**config.mk**
```make
export PLATFORM = sky130hd
export DESIGN_NAME = mem_stage
export DESIGN_NICKNAME = d
export VERILOG_FILES = /design/src/rtl/mem_stage_pkg.sv /design/src/rtl/flag_reg.sv /design/src/rtl/mem_stage.sv
export SDC_FILE = /design/constraint.sdc
export NUM_CORES = 1
export LEC_CHECK = 0
export ABC_AREA = 0
export BUFFER_PORTS_ARGS = -buffer_cell sky130_fd_sc_hd__buf_2
export CORE_ASPECT_RATIO = 0.7
export CORE_MARGIN = 5
export CORE_UTILIZATION = 47
export CTS_CLUSTER_SIZE = 16
export DETAILED_ROUTE_END_ITERATION = 10
export GPL_TIMING_DRIVEN = 0
export PLACE_DENSITY = 0.91
export SETUP_SLACK_MARGIN = 0.05
export SYNTH_ARGS = -nofsm -noshare
export SYNTH_HDL_FRONTEND = slang
export SYNTH_SLANG_ARGS = --single-unit
```
**constraint.sdc**
```tcl
create_clock -name clk -period 1.8 [get_ports clk]
set_clock_uncertainty 0.15 [all_clocks]
set_input_delay 0 -clock clk [delete_from_list [all_inputs] [get_ports clk]]
set_output_delay 0 -clock clk [all_outputs]
set_load 0.03 [all_outputs]
```
**src/rtl/mem_stage_pkg.sv**
```systemverilog
`default_nettype none
// +----------------------------------------------------------------------------+
// | Module   : mem_stage_pkg                                                   |
// | Purpose  : Shared types and widths for the memory-access pipeline stage.   |
// | Revision : 1.0                                                             |
// +----------------------------------------------------------------------------+
package mem_stage_pkg;

    localparam int DATA_W    = 16;
    localparam int REG_IDX_W = 3;

    typedef enum logic [0:0] {
        RUN    = 1'b0,
        ACCESS = 1'b1
    } mem_state_t;

    typedef struct packed {
        logic                 valid;
        logic [DATA_W-1:0]    alu;
        logic [DATA_W-1:0]    store;
        logic [REG_IDX_W-1:0] rd;
        logic                 regwrite;
        logic                 memread;
        logic                 memwrite;
        logic                 out;
    } exmem_t;

endpackage
`default_nettype wire

```
**src/rtl/flag_reg.sv**
```systemverilog
`default_nettype none
// +----------------------------------------------------------------------------+
// | Module   : flag_reg                                                        |
// | Purpose  : Architectural SZCV flag register with synchronous reset and     |
// |            load enable.                                                    |
// | Revision : 1.0                                                             |
// +----------------------------------------------------------------------------+
module flag_reg (
    input  logic       clk,
    input  logic       rst,
    input  logic       i_load,
    input  logic [3:0] i_szcv,
    output logic [3:0] o_szcv
);

    logic [3:0] r_szcv;

    always_ff @(posedge clk) begin
        if (rst) begin
            r_szcv <= 4'b0000;
        end else if (i_load) begin
            r_szcv <= i_szcv;
        end
    end

    assign o_szcv = r_szcv;

endmodule
`default_nettype wire

```
**src/rtl/mem_stage.sv**
```systemverilog
`default_nettype none
// +----------------------------------------------------------------------------+
// | Module   : mem_stage                                                       |
// | Purpose  : Memory-access stage: EX/MEM register, flag register, load/store |
// |            req/ack sequencing with pipe stall, MEM/WB register and both    |
// |            forwarding sources. Optional OUT port: MEM_STAGE_OUT_PORT_EN.   |
// | Revision : 1.0                                                             |
// +----------------------------------------------------------------------------+
module mem_stage
    import mem_stage_pkg::*;
(
    input  logic                 clk,
    input  logic                 reset,
    input  logic                 valid_ex,
    input  logic [DATA_W-1:0]    ALUres_ex,
    input  logic [DATA_W-1:0]    rd2_ex2,
    input  logic                 S_ex,
    input  logic                 Z_ex,
    input  logic                 C_ex,
    input  logic                 V_ex,
    input  logic                 flagwrite_ex,
    input  logic                 memread_ex,
    input  logic                 memwrite_ex,
    input  logic                 regwrite_ex,
    input  logic                 out_ex,
    input  logic [REG_IDX_W-1:0] rd_ex,
    input  logic                 flush_ex,
    output logic                 dmem_req,
    output logic                 dmem_we,
    output logic [DATA_W-1:0]    dmem_addr,
    output logic [DATA_W-1:0]    dmem_wdata,
    input  logic                 dmem_ack,
    input  logic [DATA_W-1:0]    dmem_rdata,
    output logic                 stall_mem,
    output logic [DATA_W-1:0]    regwrite_dat_mem,
    output logic [REG_IDX_W-1:0] rd_mem,
    output logic                 regwrite_mem,
    output logic                 memread_mem,
    output logic [DATA_W-1:0]    regwrite_dat,
    output logic [REG_IDX_W-1:0] rd_wb,
    output logic                 regwrite_wb,
    output logic                 S,
    output logic                 Z,
    output logic                 C,
    output logic                 V,
    output logic [DATA_W-1:0]    out_dat,
    output logic                 out_valid
);

    exmem_t                r_m;
    mem_state_t            r_state;
    logic                  r_wb_regwrite;
    logic [DATA_W-1:0]     r_wb_dat;
    logic [REG_IDX_W-1:0]  r_wb_rd;

    logic                  w_access;
    logic                  w_stall;
    logic                  w_capture;
    logic                  w_ex_live;
    logic                  w_ex_memop;
    logic                  w_flag_load;
    logic                  w_out_field;
    logic [3:0]            w_szcv;

    assign w_access    = (r_state == ACCESS);
    // Combinational on ack so the ack cycle itself releases the pipe.
    assign w_stall     = w_access & ~dmem_ack;
    assign w_capture   = ~w_stall;
    assign w_ex_live   = valid_ex & ~flush_ex;
    assign w_ex_memop  = w_ex_live & (memread_ex | memwrite_ex);
    assign w_flag_load = w_capture & w_ex_live & flagwrite_ex;

`ifdef MEM_STAGE_OUT_PORT_EN
    assign w_out_field = out_ex;
`else
    assign w_out_field = 1'b0;
`endif

    // EX/MEM register; stores never write the register file.
    always_ff @(posedge clk) begin
        if (reset) begin
            r_m <= '0;
        end else if (w_capture) begin
            r_m.valid    <= w_ex_live;
            r_m.alu      <= ALUres_ex;
            r_m.store    <= rd2_ex2;
            r_m.rd       <= rd_ex;
            r_m.regwrite <= regwrite_ex & ~memwrite_ex;
            r_m.memread  <= memread_ex;
            r_m.memwrite <= memwrite_ex;
            r_m.out      <= w_out_field;
        end
    end

    // Next state follows the instruction entering EX/MEM on the same edge,
    // which lets back-to-back memory ops keep the FSM in ACCESS.
    always_ff @(posedge clk) begin
        if (reset) begin
            r_state <= RUN;
        end else if (w_capture) begin
            r_state <= w_ex_memop ? ACCESS : RUN;
        end
    end

    always_ff @(posedge clk) begin
        if (reset) begin
            r_wb_regwrite <= 1'b0;
            r_wb_dat      <= '0;
            r_wb_rd       <= '0;
        end else begin
            r_wb_regwrite <= r_m.valid & r_m.regwrite & w_capture;
            r_wb_dat      <= r_m.memread ? dmem_rdata : r_m.alu;
            r_wb_rd       <= r_m.rd;
        end
    end

    flag_reg u_flag_reg (
        .clk    (clk),
        .rst    (reset),
        .i_load (w_flag_load),
        .i_szcv ({S_ex, Z_ex, C_ex, V_ex}),
        .o_szcv (w_szcv)
    );

    assign {S, Z, C, V} = w_szcv;

    assign dmem_req   = w_access;
    assign dmem_we    = w_access & r_m.memwrite;
    assign dmem_addr  = r_m.alu;
    assign dmem_wdata = r_m.store;
    assign stall_mem  = w_stall;

    // A load's EX/MEM alu field is its address, never forwardable data.
    assign regwrite_dat_mem = r_m.alu;
    assign rd_mem           = r_m.rd;
    assign regwrite_mem     = r_m.valid & r_m.regwrite & ~r_m.memread;
    assign memread_mem      = r_m.valid & r_m.memread;

    assign regwrite_dat = r_wb_dat;
    assign rd_wb        = r_wb_rd;
    assign regwrite_wb  = r_wb_regwrite;

`ifdef MEM_STAGE_OUT_PORT_EN
    logic                  r_out_valid;
    logic [DATA_W-1:0]     r_out_dat;
    logic                  w_out_fire;

    assign w_out_fire = r_m.valid & r_m.out & w_capture;

    always_ff @(posedge clk) begin
        if (reset) begin
            r_out_valid <= 1'b0;
            r_out_dat   <= '0;
        end else begin
            r_out_valid <= w_out_fire;
            if (w_out_fire) begin
                r_out_dat <= r_m.store;
            end
        end
    end

    assign out_valid = r_out_valid;
    assign out_dat   = r_out_dat;
`else
    logic w_unused_out;

    assign w_unused_out = out_ex ^ r_m.out;
    assign out_valid    = 1'b0;
    assign out_dat      = '0;
`endif

endmodule
`default_nettype wire

```
# Yosys cells after proc, flatten, opt, wreduce, memory -nomap -nowiden
# Cells that the tools add are included.
[word_totals]
ff_bits = 64
inputBits = 65
output_inout_bits = 97
wordCells = 31
[classes]
muxes = 2
bitwise = 17
[op_table]
columns = ["cell", "count"]
rows = [
  ["16-bit two-way mux", 1],
  ["1-bit AND", 11],
  ["1-bit NOT", 5],
  ["1-bit two-way mux", 1],
  ["1-bit OR", 1],
]

# Longest topological paths before layout
[depth]
ltp_word = 5
ltp_mapped = 5
depth_no_buf = 4

# By module
# From an unflattened synthesis, not the netlist that was laid out.
[hier_totals]
hier_cells = 316
area_unflattened_um2 = 2797.7
[modules_own_cells]
columns = ["module", "n_inst", "cells_per_inst", "area_each_um2", "seq_area_each_um2"]
rows = [
  ["mem_stage", 1, 303, 2657.5, 1201.2],
  ["flag_reg", 1, 13, 140.1, 80.1],
]

# Worst setup path after synthesis
# OpenSTA, ideal clock, no wires.
[synth_path]
path_type = "register to register"
start = "register r_state (netlist: dmem_req)"
end = "register r_m, in the netlist dmem_wdata[4]"
setup_ns = 0.070
arrival_time_ns = 1.083
required_ns = 1.580
setup_slack_ns = 0.496
stages_incl_launch_ff = 6
n_path_buf = 1
synth_period_minus_slack_ns = 1.304
cell_sequence = "dfxtp_1 > nand2b_4 > inv_2 > buf_4 > nand2_1 > a21oi_1"
[synth_via]
elab_chain_cells = 1
[synth_rtl]
columns = ["item", "line", "source"]
rows = [
  ["from (decl)", "mem_stage.sv:51", "mem_state_t r_state;"],
  ["from (signal assigned)", "mem_stage.sv:101", "r_state <= w_ex_memop ? ACCESS : RUN;"],
  ["1-bit AND", "mem_stage.sv:67", "assign w_stall = w_access & ~dmem_ack;"],
  ["net stall_mem", "mem_stage.sv:34", "output logic stall_mem,"],
  ["to (decl)", "mem_stage.sv:50", "exmem_t r_m;"],
]
# The timed path passes the listed nets, and every way through them passes these cells.
# A chain may end at the register's enable or synchronous reset.

# Worst setup path after layout
[layout_path]
start = "register r_state (netlist: dmem_req)"
end = "register u_flag_reg.r_szcv[2] (netlist: u_flag_reg.o_szcv[2])"
[layout_via]
elab_chain_cells = 4
[layout_rtl]
columns = ["item", "line", "source"]
rows = [
  ["1-bit AND", "mem_stage.sv:67", ""],
  ["1-bit NOT", "mem_stage.sv:68", "assign w_capture = ~w_stall;"],
  ["1-bit AND (2 in series)", "mem_stage.sv:71", "assign w_flag_load = w_capture & w_ex_live & flagwrite_ex;"],
  ["to (signal assigned)", "flag_reg.sv:22", "r_szcv <= i_szcv;"],
  ["to (decl)", "flag_reg.sv:16", "logic [3:0] r_szcv;"],
]
# Every way passes these cells.

==> impl.org <==
** Run status
- Result of the run :: completed

** Floorplan
- Total die area :: approximately 7700 um2
- The floorplan step set the die width to 103 um.
- For this design the top-level I/O count stands at between 150 and 200.
- Effective utilization at floorplan :: roughly half
- Number of rows in the core area :: 23
- From bottom edge to top edge, the die measures 74.8 um.
- The total area inside the core boundary comes to 5780 um2.

** Job
- Number of maximum-capacitance constraint violations :: 0

** Cells and area
- Once layout is complete, the cells apart from fillers number ~640.
- Final Net Count :: between 600 and 700
- In the final layout, the share of cells above drive strength 1 is 43.9%.
- For this run, the share of the core covered by cells in the final layout is between 70 and 80%.
- After filler insertion, the fill cell instance count of the layout stands at 374.
- The area growth from synthesis to layout is 61.9%.
- Final Cell Area :: 4570 um2
- 0 antenna diodes ended up in the layout.

** Placed design
- Standard cell area after detailed placement :: 3690 um2
- Detailed placement finished with a half-perimeter wire length of 5900 um.
- I/O Buffers :: 143
- Counting tap cells, the placed design contains a total of 555 instances.
- Prior to clock tree synthesis, the placed netlist has a worst setup slack of roughly 570 ps.
- Routability-driven placement finished with a final weighted congestion of 0.782.

** CTS
- Post-CTS timing repair inserted 0 buffers for setup.
- After clock tree synthesis, the repair step resized 0 gates.
- Total number of clock tree sinks :: 64
- TritonCTS built the clock tree.
- The clock passes through at most 2 buffers.
- Buffer cell driving the clock tree root :: clkbuf_8
- Clock transition at the registers of the reported paths :: 80 ps
- The H-tree was split into 3 levels.
- The number of clock buffers added by TritonCTS is 9.
- The clock reaches the later pin of the worst-skew pair after between 300 and 400 ps.

** Drt
- Dividing the detail-routed wire length by the instance count gives between 15 and 20 um.
- In the routed layout, each cell is associated on average with a via count of 4.58.
- The count of nets left with antenna violations once routing finished came out at 0.
- The first routing iteration left 123 violations.
- Routed Wire Length :: 9680 um
- Count of TritonRoute iterations in the first routing pass :: 4
- Number of remaining DRC errors :: 0
- The detailed router placed 2906 vias in this run.

** Timing
- The count of final max-slew check failures was 0.
- In the final timing run, aggregate negative setup slack is 0 ps.
- Hold is met by 30.8 ps.
- Setup repair after global routing missed its margin :: false
- The worst path needs 1690 ps of the cycle, external delays included.
- After layout, the worst setup slack is 112 ps.
- Share of the clock period used by the worst path after layout :: 93.8%
- Total setup violations reported at the end of the flow :: 0
- Based on the critical path, the design can be clocked at up to 592 MHz.
- The final hold violation count is 0.

** Synthesis
- Register bit count reported by yosys :: 64
- The number of different library cells used by synthesis comes to 21.
- During synthesis, Yosys emitted a total of 0 warnings.
- Sequential cell area fraction in the yosys report :: between 40% and 50%
- Synthesized cell area :: ~2800 um2
- Average footprint of a synthesized cell :: 8.79 um2
- Cells after synthesis :: 321

** Global routing
- Pin count of the biggest net entering global routing :: 12
- Total routing resource utilization after global routing :: between 20% and 30%
- Global routing finished with a remaining overflow of 0.
- The via count of the first global-routing pass was 3091.
- First-pass GRT wire length :: 15000 um
- The number of antenna violations at the first check in global routing came to 0.

** Setup path
- For the worst setup path, the data required time is around 1900 ps.
- For this design, the slowest cell found on the critical path is dlygate4sd3_1.
- Among cell families on the critical path, the largest total delay comes from buffers and inverters.
- STA classifies the critical path startpoint as a flop.
- For this run, the slowest stage of the critical path takes 550 ps.
- The signal on the critical path passes through nand2b_4 > and3_4 > buf_6 > mux2i_1 > dlygate4sd3_1.
- CP Class :: flop to flop
- Together, buffers and inverters on the worst path number 2.
- Critical path data arrival time :: 1760 ps
- Worst-path fanout max :: 4
- The worst setup path is captured at a flop.
- Reg2Reg Setup Slack :: between 100 and 150 ps

** Min path
- In this run the worst hold path is classified as input port to flop.

** Power
- IR analysis of the VDD net gives a maximum drop of ~560 uV.
- Post-route total power :: 3.83 mW
- In this run the power density over the cells is ~840 nW/um2.
- In this run the static leakage power is approximately 2.4 nW.
[per-layer routing]
| metal | up-vias | part of all wire, % | global-route usage [%] |
|---|---|---|---|
| li1 | 1401 | - | - |
| met1 | 1327 | 37 | 27.5 |
| met2 | 157 | 51 | 47.0 |
| met3 | 21 | 11 | 7.41 |
| met4 | 0 | 2.3 | 9.90 |
| met5 | - | 0 | 0 |
[worst register-to-register path, delay by kind of cell (launching register included)]
kind / cells / cell delay (ps)
simple gates: 2 / 250
flops: 1 / 400
mux: 1 / 110
buf+inv: 2 / 670
[registers in the layout (all words and copies together), names as in the netlist]
signal,cells
dmem_req,1
dmem_wdata,16
rd_mem,3
r_m,4
regwrite_wb,1
dmem_addr,16
u_flag_reg.o_szcv,4
regwrite_dat,16
rd_wb,3
[power by group]
part           leakage [nW]  internal, mW  switching [mW]  total [mW]
clock                 0.119         0.853           0.555        1.41
sequential            0.530          1.50          0.0530        1.55
combinational          1.79         0.392           0.479       0.870
[cell families after synthesis]
family | after synthesis | share of synthesized area (%)
buffers and inverters | 87 | 23.2
multiplexers | 20 | 7.10
other | 1 | 0.133
flip-flops | 64 | 45.4
AND/OR/NAND/NOR | 108 | 16.5
AO/OA/AOI/OAI | 41 | 7.68
[Yosys cell counts]
cell type,count,share of area [%]
a21oi_1,37,6.6
and2_1,2,0.44
and3_4,1,0.40
buf_2,3,0.53
buf_4,74,20
buf_6,6,2.4
clkbuf_1,3,0.40
conb_1,1,0.13
dfxtp_1,64,45
inv_2,1,0.13
mux2i_1,20,7.1
nand2_1,72,9.6
nand2b_1,8,1.8
nand2b_4,1,0.49
nand3b_1,1,0.27
nor2_1,18,2.4
nor2b_1,3,0.67
nor2b_2,1,0.31
nor3_1,1,0.18
o21ai_0,1,0.18
o22a_1,3,0.93
[cell type report]
| cell class | count | area [um2] | area share, % |
|---|---|---|---|
| Multi-Input combinational cell | 186 | 946 | 20.7 |
| Tap cell | 75 | 93.8 | 2.05 |
| Clock inverter | 5 | 78.8 | 1.73 |
| Clock buffer | 11 | 151 | 3.32 |
| Timing Repair Buffer | 208 | 1370 | 29.9 |
| Sequential cell | 64 | 1280 | 28.1 |
| Buffer | 85 | 646 | 14.1 |
| Inverter | 1 | 3.75 | 0.0822 |
[path summary, 6_finish.rpt]
kind,startpoint,end,cells after the start
min,dmem_ack,rd_mem[2],4
max reg2reg,dmem_req,u_flag_reg.o_szcv[2],5
max,dmem_req,u_flag_reg.o_szcv[2],5
min reg2reg,r_m[1],r_m[1],2
[cells in the final DEF, fill, tap and decap left out]
| cell type | instances |
|---|---|
| and2_1 | 2 |
| nand3b_1 | 1 |
| nor2b_1 | 3 |
| dlygate4sd3_1 | 65 |
| nor2_1 | 18 |
| buf_6 | 6 |
| bufinv_16 | 2 |
| nand2b_1 | 8 |
| o21ai_0 | 1 |
| mux2i_1 | 20 |
| and3_4 | 1 |
| conb_1 | 17 |
| nor3_1 | 1 |
| buf_4 | 74 |
| nand2b_4 | 1 |
| clkbuf_8 | 11 |
| a21oi_1 | 37 |
| nor2b_2 | 1 |
| clkinv_2 | 2 |
| o22a_1 | 3 |
| buf_2 | 146 |
| nand2_1 | 72 |
| dfxtp_1 | 64 |
| clkbuf_1 | 2 |
| clkinv_4 | 1 |
| inv_2 | 1 |
[what timing repair did]
action                                  in CTS  in global routing
endpoints found under the hold margin       62                  0
endpoints found under the setup margin       0                  4
hold buffers                                65                  0
No activity file was read; power rests on OpenSTA's default activity.
